[config.mk]
export PLATFORM = sky130hd
export DESIGN_NAME = button_debounce_ctrl
export DESIGN_NICKNAME = d
export VERILOG_FILES = /design/src/rtl/button_debounce_ctrl.sv
export SDC_FILE = /design/constraint.sdc
export NUM_CORES = 1
export LEC_CHECK = 0
export CORE_MARGIN = 5
export CORE_UTILIZATION = 30
export DETAILED_ROUTE_END_ITERATION = 12
export DONT_BUFFER_PORTS = 1
export PLACE_DENSITY = 0.57
export SYNTH_ARGS = -nofsm -noshare
export SYNTH_HDL_FRONTEND = slang
export SYNTH_SLANG_ARGS = --single-unit
[constraint.sdc]
create_clock -name clk -period 2.1 [get_ports clk]
set_clock_uncertainty 0.15 [all_clocks]
set_input_delay 0.42 -clock clk [delete_from_list [all_inputs] [get_ports clk]]
set_output_delay 0.42 -clock clk [all_outputs]
set_load 0.05 [all_outputs]
[src/rtl/button_debounce_ctrl.sv]
// button_debounce_ctrl: synchronise, qualify and edge-detect one mechanical push-button input
module button_debounce_ctrl #(
    parameter int N_MAX    = 5000,
    parameter int N_STABLE = 4
) (
    input  logic clk,
    input  logic rst_a_n,
    input  logic btn_in,
    output logic btn_level,
    output logic btn_rise,
    output logic btn_fall,
    output logic busy
);
    localparam int CW = $clog2(N_MAX);
    localparam int SW = $clog2(N_STABLE + 1);
    typedef enum logic [1:0] {S_LOW, S_WAIT_H, S_HIGH, S_WAIT_L} state_t;
    state_t        state_q;
    logic          sync_q, btn_s_q;
    logic [CW-1:0] cnt_q;
    logic [SW-1:0] stable_q;
    logic          want, abort, tick, done, new_level;
    assign want      = state_q == S_WAIT_H;
    assign abort     = btn_s_q != want;
    assign tick      = busy && cnt_q == CW'(N_MAX - 1);
    assign done      = tick && stable_q == SW'(N_STABLE - 1);
    assign new_level = abort ? !want : want;
    // Two-flop synchroniser for the raw pin
    always_ff @(posedge clk or negedge rst_a_n) begin
        if (!rst_a_n) begin
            sync_q  <= 1'b0;
            btn_s_q <= 1'b0;
        end else begin
            sync_q  <= btn_in;
            btn_s_q <= sync_q;
        end
    end
    // Qualification FSM with counters and registered level, strobes and busy
    always_ff @(posedge clk or negedge rst_a_n) begin
        if (!rst_a_n) begin
            state_q   <= S_LOW;
            cnt_q     <= '0;
            stable_q  <= '0;
            btn_level <= 1'b0;
            btn_rise  <= 1'b0;
            btn_fall  <= 1'b0;
            busy      <= 1'b0;
        end else begin
            btn_rise <= 1'b0;
            btn_fall <= 1'b0;
            case (state_q)
                S_LOW: if (btn_s_q) begin
                    state_q <= S_WAIT_H;
                    busy    <= 1'b1;
                end
                S_HIGH: if (!btn_s_q) begin
                    state_q <= S_WAIT_L;
                    busy    <= 1'b1;
                end
                S_WAIT_H, S_WAIT_L: begin
                    if (abort || done) begin
                        state_q   <= new_level ? S_HIGH : S_LOW;
                        btn_level <= new_level;
                        btn_rise  <= !abort && want;
                        btn_fall  <= !abort && !want;
                        busy      <= 1'b0;
                        cnt_q     <= '0;
                        stable_q  <= '0;
                    end else begin
                        cnt_q    <= tick ? '0 : cnt_q + CW'(1);
                        stable_q <= stable_q + SW'(tick);
                    end
                end
            endcase
        end
    end
endmodule

; After elaboration in Yosys (flattened, before gate mapping)
; Index checks and enable logic that the tools add are counted.
[op_classes]
multipliers = 0
muxes = 17
n_bitwise = 0
n_lt_le_gt_ge = 0
shifts = 0
reduce_logical = 11
addsub = 2
div = 0
n_eq_ne = 9
[ops]
columns = cell, count
row1 = $mux W13, 2
row2 = $add A13 B1 Y13 const B, 1
row3 = $eq A13 B13 Y1 const B, 1
row4 = $mux W1, 8
row5 = $mux W2, 4
row6 = $ne A2 B2 Y1 const B, 3
row7 = $pmux W2 S3, 1
row8 = $eq A2 B2 Y1 const B, 2
row9 = $logic_and A1 B1 Y1, 4
row10 = $add A3 B1 Y3, 1
row11 = $eq A3 B2 Y1 const B, 1
row12 = $mux W3, 1
row13 = $pmux W1 S3, 1
row14 = $reduce_and A3 Y1, 1
row15 = $eq A2 B1 Y1 const B, 1
row16 = $logic_not A1 Y1, 2
row17 = $logic_not A2 Y1, 1
row18 = $reduce_and A2 Y1, 1
row19 = $reduce_or A2 Y1, 1
row20 = $logic_or A1 B1 Y1, 1
row21 = $ne A1 B1 Y1, 1
[word_totals]
ramBits = 0
latchBits = 0
romBits = 0
register_bits = 24
input_bits = 3
mem_count = 0
output_inout_bits = 4

; Depth between registers and ports, before layout
; Gate-level depths: netlist of run 1.
[depth]
ltp_word = 6
mapped_depth = 9
depth_no_buf = 8

; Least setup slack after synthesis of run 1
; No wires, ideal clock.
[synth_timing]
path_kind = reg-to-reg
startpoint = register busy
endpoint = register stable_q[2]
t_arrival_ps = 1772
setup_slack_ps = 101
t_required_ps = 1873
synth_period_minus_slack_ps = 1999
path_stages_with_launch = 8
cell_sequence = dfrtp_1 nand4_4 nor2_1 ha_1 ha_1 a21oi_1 a211o_1 a21oi_1
[synth_between]
elab_chain_len = 4
word_cells_on_any_way = 5
cone_classes = add/sub: 1 / mux: 1 / reduce/logical: 3
[synth_lines]
columns = element, line_no
row1 = "start, declared", 12  ; output logic busy
row2 = "start signal, assigned", 46  ; busy <= 1'b0;
row3 = "start signal, assigned", 53  ; busy <= 1'b1;
row4 = "start signal, assigned", 57  ; busy <= 1'b1;
row5 = $logic_and A1 B1 Y1 *, 24  ; assign tick = busy && cnt_q == CW'(N_MAX - 1);
row6 = branches (longest 2 deep; another with $add A3 B1 Y3), n/a
row7 = $mux W3 *, 60  ; if (abort || done) begin
row8 = "end signal, assigned", 70  ; stable_q <= stable_q + SW'(tick);
row9 = "end, declared", 20  ; logic [SW-1:0] stable_q;
; Mark *: on every way between the ends.
; A chain may end at the register's enable or synchronous reset.

; Worst setup path after layout of run 1
[layout_timing]
startpoint = register cnt_q[0]
endpoint = register stable_q[2]
[layout_between]
elab_chain_len = 5
word_cells_on_any_way = 6
cone_classes = add/sub: 1 / eq/ne: 1 / mux: 1 / reduce/logical: 3
[layout_lines]
columns = element, line_no
row1 = "start, declared", 19  ; logic [CW-1:0] cnt_q;
row2 = "start signal, assigned", 69  ; cnt_q <= tick ? '0 : cnt_q + CW'(1);
row3 = $eq A13 B13 Y1 *, 24
row4 = $logic_and A1 B1 Y1 *, 24
row5 = branches (longest 2 deep; another with $add A3 B1 Y3), n/a
row6 = $mux W3 *, 60
; Marked as above.

==> results of run 1 <==
## repair_timing
action	CTS	global route
hold buffers	2	1
setup buffers	0	0
gates resized for setup	0	2
hold endpoints to repair	24	1
endpoints found under the setup margin	0	4
## worst max-delay path: cells and delay by family, from the launching register on
family	cells	cell delay (ns)
adder cells (fa/ha/maj)	3	0.65
flip-flops	1	0.43
AO/OA/AOI/OAI	2	0.37
AND/OR/NAND/NOR	3	0.35
## metrics by stage
stage	setup WS (ns)	cells	hold slack, ns	cell area, um2	power, mW
final	0.0952	205	0.206	1630	1.53
after global routing	0.0129	205	0.225	1630	1.62
after CTS	0.0585	204	0.00842	1610	1.53
after detailed placement	0.0875	198	-0.0249	1510	1.10
after global placement	0.127	198	-0.0250	1510	1.08
after floorplan	0.101	141	-0.0256	1390	0.942
## registers in the layout (all words and copies together) (netlist names), named ones only
signal,cells
cnt_q,13
stable_q,3
btn_fall,1
btn_level,1
btn_rise,1
btn_s_q,1
busy,1
state_q,1
sync_q,1
## worst max path at each step
stage / startpoint / to / slack (ns) / depth (start not counted)
after floorplan: busy / stable_q[2] / 0.10 / 7
after global placement: flop / cnt_q[11] / 0.13 / 5
after detailed placement: flop / cnt_q[11] / 0.09 / 5
after CTS: flop / cnt_q[11] / 0.06 / 5
after global routing: cnt_q[0] / stable_q[2] / 0.01 / 8
final: cnt_q[0] / stable_q[2] / 0.1 / 8
## layout by cell type (no fill, tap or decap), types with 2 or more instances in the layout
cell,Yosys,final
dfrtp_1,24,24
nand2_1,11,11
buf_4,1,11
inv_1,10,10
nand3_1,7,7
o21ai_0,7,7
nor2_1,5,5
nor3_1,5,5
and3_1,5,5
nand2b_1,5,4
a21oi_1,4,4
o2bb2ai_1,4,4
ha_1,5,4
nand3b_1,3,3
clkbuf_8,0,3
o211a_1,2,2
o31ai_1,2,2
o221ai_1,2,2
o2111ai_1,2,2
nor4_1,2,2
a211o_1,2,2
dlygate4sd3_1,0,2
## layer usage
| metal | vias to the layer above | share of wire (%) | global-route usage (%) |
|---|---|---|---|
| met5 | - | 0 | 0 |
| met4 | 0 | 1.2 | 2.70 |
| met3 | 4 | 4.8 | 3.13 |
| met2 | 28 | 50 | 19.6 |
| met1 | 588 | 44 | 13.6 |
| li1 | 554 | - | - |
## final cells by class
cell class / count / area (um2)
fillers: 451 / 2780
clock buffers: 3 / 41.3
well taps: 52 / 65.1
clock inverters: 1 / 30.0
multi-input cells: 101 / 736
inverters: 10 / 37.5
flip-flops and latches: 24 / 601
repair buffers: 14 / 123
## cell families after synthesis
logic type	synth area share (%)
simple gates	26.3
fa+ha+maj	4.51
compound gates	19.9
mux	0.722
flops	43.3
xor+xnor	0.632
buf+inv	4.69
## power groups by stage
stage	registers, mW	clock network, mW	logic (mW)
after global placement	0.628	0	0.456
after global routing	0.631	0.443	0.545
after detailed placement	0.632	0	0.463
final	0.624	0.416	0.494
after CTS	0.623	0.426	0.482
after floorplan	0.653	0	0.289
## synthesized netlist by cell type, types with 2 or more instances
| cell | instances |
|---|---|
| o221ai_1 | 2 |
| ha_1 | 5 |
| nor2_1 | 5 |
| inv_1 | 10 |
| nor3_1 | 5 |
| clkbuf_1 | 4 |
| nand2_1 | 11 |
| nand3b_1 | 3 |
| nand3_1 | 7 |
| nand2b_1 | 5 |
| dfrtp_1 | 24 |
| and3_1 | 5 |
| o21ai_0 | 7 |
| o31ai_1 | 2 |
| a21oi_1 | 4 |
| o2bb2ai_1 | 4 |
| a211o_1 | 2 |
| o211a_1 | 2 |
| nor4_1 | 2 |
| o2111ai_1 | 2 |
==> Flow_metrics.wiki, run 1 <==
{| class="wikitable"
! Metric !! Value
|-
| Status || complete, no violations
|-
| Vias/cell || ~5.7
|-
| Part of the power in combinational logic || approximately 32%
|-
| Hold Path Depth || 0
|-
| TritonCTS clock tree || done
|-
| Distinct cells, synth || 50
|-
| Category of the worst setup path capture point || flop
|-
| Last weighted congestion value of the routability-driven placer || roughly 0.85
|-
| Count of warnings emitted by yosys || 0
|-
| Clk_lat worst skew || around 0.27 ns
|-
| Placed wire-length estimate after detailed placement || ~2200 um
|-
| Clk pwr share || between 20 and 30%
|-
| Normalized max-slew margin || between 60% and 70%
|-
| Mean instance size in the synthesized netlist || approximately 9.8 um2
|-
| Clock root buffer || clkbuf_8
|-
| Highest Clock Rate || approximately 0.50 GHz
|-
| Largest buffer count on any clock path || 2
|-
| Final Routed Wirelength || between 3000 and 4000 um
|-
| Via count || approximately 1200
|-
| Number of clock buffers inserted by TritonCTS || 3
|-
| Setup repair after global routing missed its margin || no
|-
| Post-synth EDFFs || 0
|-
| Number of design rule violations left after detail routing || 0
|-
| LEAKAGE || just over 0.7 nW
|-
| Final worst-path cycle share || a little over nine tenths
|-
| Most frequent cell on the critical path || ha_1
|-
| Library cell with the largest summed area after synthesis || dfrtp_1
|-
| Full die area || around 6100 um2
|-
| Critical path data required time || roughly 2.2 ns
|-
| Arrival time of data at the critical path endpoint || approximately 2.1 ns
|-
| CP max stage delay || approximately 0.43 ns
|-
| Highest-delay cell along the critical path || dfrtp_1
|-
| Total power density per cell area || 940 nW/um2
|-
| Fraction of registers with async set or reset after synthesis || between 90% and 100%
|-
| Worst Hold Launch || sync_q
|-
| Nature of the critical path startpoint || flop
|-
| Top area cells in the synthesized netlist || dfrtp_1 (43%), ha_1 (4.5%), nand2_1 (3.0%)
|-
| Count of input and output buffers || 0
|-
| Overall track demand over capacity in global routing || 11.2%
|-
| Min-Delay Endpoint || btn_s_q
|-
| Remaining antenna violation count || 0
|-
| Internal reg-to-reg setup slack || roughly 0.095 ns
|-
| Utilization after layout || 37.0%
|-
| R2r startpoint || cnt_q[0]
|-
| Type of the most critical hold path || flop to flop
|-
| Initial core utilization || about a third
|-
| Depth of the most critical reg-to-reg path || 8
|-
| Switch Pwr || a little under 0.6 mW
|-
| Layout cells sized above 1 || 20.3%
|-
| Final-report max-slew violation count || 0
|-
| P&R area growth vs syn || 17.8%
|-
| Final setup vio count || 0
|-
| Core ar. || approximately 4400 um2
|-
| Top FF cell, synth || dfrtp_1
|-
| Max capacitance violation total || 0
|-
| Register area share after synthesis || a little over two fifths
|-
| Largest net degree at the start of global routing || 25
|-
| Number of nets produced by synthesis || 149
|-
| Number of DRC violations after detailed-routing iteration 0 || 24
|-
| Critical setup path kind || flop to flop
|-
| Total number of H-tree levels || 1
|-
| Wire length of the first global-routing pass || ~5600 um
|-
| Die span in x || ~78 um
|-
| Overflow left after global routing || 0
|-
| Share of Yosys cell area claimed by the top area cell type || 43.3%
|-
| Post-Syn Area || 1390 um2
|-
| CTS Sinks || 24
|-
| Number of cells produced by synthesis || roughly 140
|-
| Internal power consumption || 0.955 mW
|-
| Synthesized flop and latch total || 24
|-
| Maximum vdd drop || 0.351 mV
|-
| Endpoint of the lowest-slack register-to-register path || stable_q[2]
|-
| IO Pins || 7
|-
| Number of rows created at floorplan || 24
|-
| Cell-by-cell trace of the critical path || ha_1 > nand3_2 > nor2_1 > ha_1 > ha_1 > and3_1 > a211o_1 > a21oi_1
|-
| Total negative setup slack || 0 ns
|-
| Nets@finish || approximately 160
|-
| Min Tclk post-route || about 2.0 ns
|-
| Overall die height || between 70 and 80 um
|-
| Number of diodes || 0
|-
| Part of the total power dissipated in sequential elements || between 40% and 50%
|-
| Register clock-pin slew on the reported worst setup and hold paths || ~0.09 ns
|-
| Proportion of total power due to net switching || roughly 38%
|-
| Largest driver fanout on the critical path || 5
|-
| Number of hold violations in the final report || 0
|-
| Number of iterations in the first detailed-routing pass || 4
|-
| Routed WL per cell || about 16 um
|-
| Worst Tran Pin Value || ~0.50 ns
|-
| Vias in the first global route || roughly 1200
|-
| Number of antenna violations at the first check in global routing || 0
|}
No activity file was read; power rests on OpenSTA's default activity.
==> run 2, diff against run 1 <==
--- a/config.mk
+++ b/config.mk
@@ -10,6 +10,7 @@
 export DETAILED_ROUTE_END_ITERATION = 12
 export DONT_BUFFER_PORTS = 1
 export PLACE_DENSITY = 0.57
+export SETUP_SLACK_MARGIN = 0.1
 export SYNTH_ARGS = -nofsm -noshare
 export SYNTH_HDL_FRONTEND = slang
 export SYNTH_SLANG_ARGS = --single-unit
==> Flow_metrics.wiki, run 2 (synthesized netlist as in run 1, its figures left out) <==
{| class="wikitable"
! Metric !! Value
|-
| Overall track demand over capacity in global routing || between 10% and 20%
|-
| Min Tclk post-route || a little under 2 ns
|-
| Clk_lat worst skew || about 0.27 ns
|-
| Largest register by flop count || cnt_q
|-
| Largest buffer count on any clock path || 2
|-
| Filler cell count in the final layout || about 450
|-
| Vias/cell || 5.75
|-
| Final-report max-slew violation count || 0
|-
| Number of diodes || 0
|-
| Number of clock buffers inserted by TritonCTS || 3
|-
| Layout cells sized above 1 || a little under a quarter
|-
| Full die area || between 6000 and 7000 um2
|-
| Total area of multi-input combinational cells || 747 um2
|-
| Count of input and output buffers || 0
|-
| Number of hold violations in the final report || 0
|-
| Met1 Track Usage GR || roughly 14%
|-
| IO Pins || 7
|-
| TritonCTS clock tree || done
|-
| Final worst-path cycle share || 93.3%
|-
| Final Routed Wirelength || between 3000 and 4000 um
|-
| Category of the worst setup path capture point || flop
|-
| Critical setup path kind || flop to flop
|-
| Most frequent standard cell in the layout excluding fill and tap cells || dfrtp_1
|-
| Number of design rule violations left after detail routing || 0
|-
| Placed wire-length estimate after detailed placement || about 2200 um
|-
| Total power density per cell area || just over 900 nW/um2
|-
| Part of the total power dissipated in sequential elements || between 30% and 40%
|-
| Maximum vdd drop || between 0.3 and 0.4 mV
|-
| Internal power consumption || roughly 0.97 mW
|-
| CTS Sinks || 24
|-
| Total number of H-tree levels || 1
|-
| Largest net degree at the start of global routing || 25
|-
| Wire length of the first global-routing pass || approximately 5600 um
|-
| Initial core utilization || approximately a third
|-
| Area used by sequential logic in the layout || approximately 600 um2
|-
| Proportion of total power due to net switching || a little under two fifths
|-
| Number of iterations in the first detailed-routing pass || 4
|-
| Last weighted congestion value of the routability-driven placer || about 0.85
|-
| Overflow left after global routing || 0
|-
| Clock root buffer || clkbuf_8
|-
| Die span in x || around 78 um
|-
| Largest driver fanout on the critical path || 6
|-
| Nature of the critical path startpoint || flop
|-
| Arrival time of data at the critical path endpoint || 1.95 ns
|-
| Leading cell types in the layout, fill and taps excluded || dfrtp_1 (24), buf_4 (14), nand2_1 (11), inv_1 (10)
|-
| Final setup vio count || 0
|-
| Setup repair after global routing missed its margin || yes
|-
| Critical path data required time || 2.09 ns
|-
| Overall die height || 78.0 um
|-
| Via count || between 1000 and 1500
|-
| Remaining antenna violation count || 0
|-
| Flip-flop count of the largest register after layout || 13
|-
| Most utilized layer in the global route result || met2
|-
| Status || complete, no violations
|-
| Number of DRC violations after detailed-routing iteration 0 || 35
|-
| Normalized max-slew margin || between 60 and 70%
|-
| Register clock-pin slew on the reported worst setup and hold paths || around 0.1 ns
|-
| Cell Area, Placed || between 1500 and 2000 um2
|-
| Nets@finish || roughly 170
|-
| Highest Clock Rate || just over 0.5 GHz
|-
| Vias in the first global route || about 1200
|-
| Type of the most critical hold path || flop to flop
|-
| Met2 track utilization from global routing || around a fifth
|-
| Final instance area || roughly 1700 um2
|-
| Top flop regs || cnt_q x13, stable_q x3
|-
| Routed WL per cell || 15.9 um
|-
| Switch Pwr || around 0.6 mW
|-
| Core ar. || between 4000 and 5000 um2
|-
| P&R area growth vs syn || 20.2%
|-
| Number of antenna violations at the first check in global routing || 0
|-
| Clk pwr share || between 20% and 30%
|-
| LEAKAGE || approximately 0.73 nW
|-
| Total negative setup slack || 0 ns
|-
| Number of rows created at floorplan || 24
|-
| Max capacitance violation total || 0
|-
| Part of the power in combinational logic || between 30% and 40%
|-
| Worst Tran Pin Value || just under 0.5 ns
|-
| Met3 Usage GRT || between 3 and 4%
|}
-- run 2: path summary, 6_finish.rpt --
kind	depth (start not counted)	to	from	slack, ns
worst min register to register	0	btn_s_q	sync_q	0.21
worst max-delay path	7	cnt_q[10]	flop	0.14
worst min-delay path	0	btn_s_q	sync_q	0.21
worst max register to register	7	cnt_q[10]	flop	0.14
max in group asynchronous	2	cnt_q[10]	rst_a_n	1.23
min in group asynchronous	2	stable_q[2]	rst_a_n	0.42
-- run 2: layout make-up --
type                    count  share of cell area [%]
clock buffers               3                    2.48
clock inverters             1                    1.80
inverters                  10                    2.25
multi-input cells         101                    44.8
flip-flops and latches     24                    36.0
well taps                  52                    3.90
repair buffers             17                    8.71
-- run 2: metrics by stage --
stage                     total power, mW  setup WS, ns  utilization, %  instances  hold WS [ns]
final                                1.55         0.140            37.8        208         0.206
after global routing                 1.65        0.0443            37.8        208         0.225
after global placement               1.08         0.127            34.1        198       -0.0250
after CTS                            1.55         0.114            36.6        204       0.00842
after floorplan                     0.942         0.101               -        141       -0.0256
after detailed placement             1.10        0.0875            34.1        198       -0.0249
-- run 2: routing by layer --
metal	share of wire [%]	vias to the layer above
met5	0	-
met4	1.1	0
met3	5.0	4
met2	51	34
met1	43	596
li1	-	563
-- run 2: repair_timing --
| action | in CTS | in global routing |
|---|---|---|
| setup buffers | 0 | 3 |
| gates resized for setup | 3 | 4 |
| endpoints found under the hold margin | 24 | 1 |
| hold buffers | 2 | 1 |
| setup endpoints to repair | 6 | 9 |
-- run 2: worst max-delay path, stage by stage (launching register included) --
cell and delay, ns:
dfrtp_1 0.43, nand2b_1 0.20, ha_2 0.40, nand2b_4 0.17
buf_4 0.14, nor3_1 0.04, a32oi_1 0.20, o31ai_1 0.10
-- run 2: power groups by stage --
stage | sequential [mW] | combinational, mW | clock [mW]
after floorplan | 0.653 | 0.289 | 0
after global placement | 0.628 | 0.456 | 0
after detailed placement | 0.632 | 0.463 | 0
after CTS | 0.624 | 0.496 | 0.426
after global routing | 0.628 | 0.576 | 0.443
final | 0.618 | 0.520 | 0.416
==> run 3, diff against run 2 <==
--- a/config.mk
+++ b/config.mk
@@ -6,10 +6,12 @@
 export NUM_CORES = 1
 export LEC_CHECK = 0
 export CORE_MARGIN = 5
-export CORE_UTILIZATION = 30
+export CORE_UTILIZATION = 55
 export DETAILED_ROUTE_END_ITERATION = 12
 export DONT_BUFFER_PORTS = 1
-export PLACE_DENSITY = 0.57
+export MAX_ROUTING_LAYER = met4
+export PLACE_DENSITY = 0.85
+export REMOVE_ABC_BUFFERS = 1
 export SETUP_SLACK_MARGIN = 0.1
 export SYNTH_ARGS = -nofsm -noshare
 export SYNTH_HDL_FRONTEND = slang
==> Flow_metrics.wiki, run 3 (synthesized netlist as in run 1, its figures left out) <==
{| class="wikitable"
! Metric !! Value
|-
| Overall die height || between 60 and 70 um
|-
| Via count || between 1000 and 1500
|-
| Vias in the first global route || between 1000 and 1500
|-
| Last weighted congestion value of the routability-driven placer || roughly 0.87
|-
| Largest driver fanout on the critical path || 6
|-
| TritonCTS clock tree || done
|-
| Die span in x || approximately 60 um
|-
| Count of input and output buffers || 0
|-
| Total number of H-tree levels || 1
|-
| Final-report max-slew violation count || 0
|-
| Number of clock buffers inserted by TritonCTS || 3
|-
| Wire length of the first global-routing pass || ~5000 um
|-
| Top flop regs || cnt_q x13, stable_q x3
|-
| Remaining antenna violation count || 0
|-
| Critical path data required time || 2.22 ns
|-
| Number of iterations in the first detailed-routing pass || 4
|-
| LEAKAGE || approximately 0.68 nW
|-
| Initial core utilization || between 50% and 60%
|-
| Number of hold violations in the final report || 0
|-
| Number of antenna violations at the first check in global routing || 0
|-
| Leading cell types in the layout, fill and taps excluded || dfrtp_1 (23), nand2_1 (11), inv_1 (10), buf_4 (10)
|-
| Largest net degree at the start of global routing || 25
|-
| Register clock-pin slew on the reported worst setup and hold paths || about 0.14 ns
|-
| Nets@finish || between 150 and 200
|-
| Category of the worst setup path capture point || flop
|-
| Critical setup path kind || flop to flop
|-
| Highest-delay cell along the critical path || dfrtp_2
|-
| Number of DRC violations after detailed-routing iteration 0 || 59
|-
| Type of the most critical hold path || flop to flop
|-
| Largest register by flop count || cnt_q
|-
| Worst hold margin || between 0.2 and 0.25 ns
|-
| Final setup vio count || 0
|-
| Overflow left after global routing || 0
|-
| Vias/cell || 6.38
|-
| Routed WL per cell || approximately 17 um
|-
| Highest Clock Rate || 0.508 GHz
|-
| Flip-flop count of the largest register after layout || 13
|-
| Utilization after layout || about 63%
|-
| Most frequent standard cell in the layout excluding fill and tap cells || dfrtp_1
|-
| Maximum vdd drop || 0.584 mV
|-
| Finished Layout Cells || 181
|-
| Worst Tran Pin Value || 1.11 ns
|-
| Nature of the critical path startpoint || flop
|-
| Instance count after placement with tap cells included || 175
|-
| CP max stage delay || around 0.47 ns
|-
| P&R area growth vs syn || 11.9%
|-
| CTS Sinks || 24
|-
| Normalized max-slew margin || between 20% and 30%
|-
| IO Pins || 7
|-
| Clock root buffer || clkbuf_4
|-
| Number of diodes || 0
|-
| Core ar. || between 2000 and 2500 um2
|-
| Final worst-path cycle share || between 90% and 100%
|-
| Status || complete, no violations
|-
| Max capacitance violation total || 0
|-
| Total power density per cell area || slightly below 900 nW/um2
|-
| Full die area || ~3600 um2
|-
| Setup repair after global routing missed its margin || yes
|-
| Arrival time of data at the critical path endpoint || approximately 2.1 ns
|-
| Cell-by-cell trace of the critical path || nor3_2 > nand4_4 > nor2_1 > ha_1 > ha_1 > a21oi_1 > a211o_1 > a21oi_1
|-
| Largest buffer count on any clock path || 2
|-
| Min Tclk post-route || roughly 2.0 ns
|-
| Overall track demand over capacity in global routing || roughly a fifth
|-
| Number of design rule violations left after detail routing || 0
|-
| Number of rows created at floorplan || 18
|-
| Final Routed Wirelength || around 3000 um
|-
| Clk_lat worst skew || approximately 0.33 ns
|-
| Layout cells sized above 1 || between 20% and 30%
|-
| Placed wire-length estimate after detailed placement || ~2100 um
|}
## run 3: cell count changes in the layout (fill, tap and decap cells not counted), sizes merged
cell and delta:
bufinv -1, buf -5, clkbuf +1
## run 3: timing repair
item,in CTS,in global routing
endpoints found under the setup margin,4,8
gates cloned,0,0
gates resized for setup,1,3
buffers inserted,0,0
hold buffers,2,0
pin swaps,0,0
endpoints found under the hold margin,25,0
## run 3: metrics by stage
| step | TNS (ns) | setup slack (ns) | total power [mW] | area, um2 |
|---|---|---|---|---|
| 6_report | 0 | 0.132 | 1.37 | 1550 |
| 5_1_grt | 0 | 0.0337 | 1.45 | 1550 |
| 4_1_cts | 0 | 0.102 | 1.36 | 1540 |
| 3_5_place_dp | 0 | 0.0739 | 1.09 | 1470 |
| 3_3_place_gp | 0 | 0.157 | 1.07 | 1470 |
| 2_1_floorplan | -0.360 | -0.170 | 0.911 | 1360 |
## run 3: worst max-delay path: cells and delay by family, from the launching register on
family | cells | cell delay, ns
and+or+nand+nor | 3 | 0.53
AOI/OAI and AO/OA | 3 | 0.41
adders and majority gates | 2 | 0.34
DFF | 1 | 0.47
## run 3: area by class of cell
cell class | count | area, um2
well taps | 30 | 37.5
clock buffers | 4 | 36.3
inverters | 10 | 37.5
multi-input cells | 101 | 743
flip-flops and latches | 24 | 602
repair buffers | 12 | 95.1
fillers | 186 | 903
## run 3: worst paths after layout
path | start | end | slack [ns] | cells after the start
worst max-delay path | cnt_q[6] | stable_q[2] | 0.13 | 8
min in group asynchronous | rst_a_n | btn_level | 0.59 | 1
worst min-delay path | sync_q | btn_s_q | 0.22 | 0
max in group asynchronous | rst_a_n | cnt_q[6] | 0.48 | 1
worst max register to register | cnt_q[6] | stable_q[2] | 0.13 | 8
worst min register to register | sync_q | btn_s_q | 0.22 | 0
## run 3: metal layers
layer  GRT usage (%)  wire length (um)  up-vias
met5               -                 0        -
met4            7.91                38        0
met3            2.59               129        5
met2            33.2              1520       24
met1            22.8              1360      576
li1                -                 -      549
## run 3: report_power, final
group | leakage [nW] | switching (mW) | internal, mW
registers | 0.312 | 0.0976 | 0.522
clock network | 0.0210 | 0.146 | 0.106
logic | 0.345 | 0.324 | 0.179
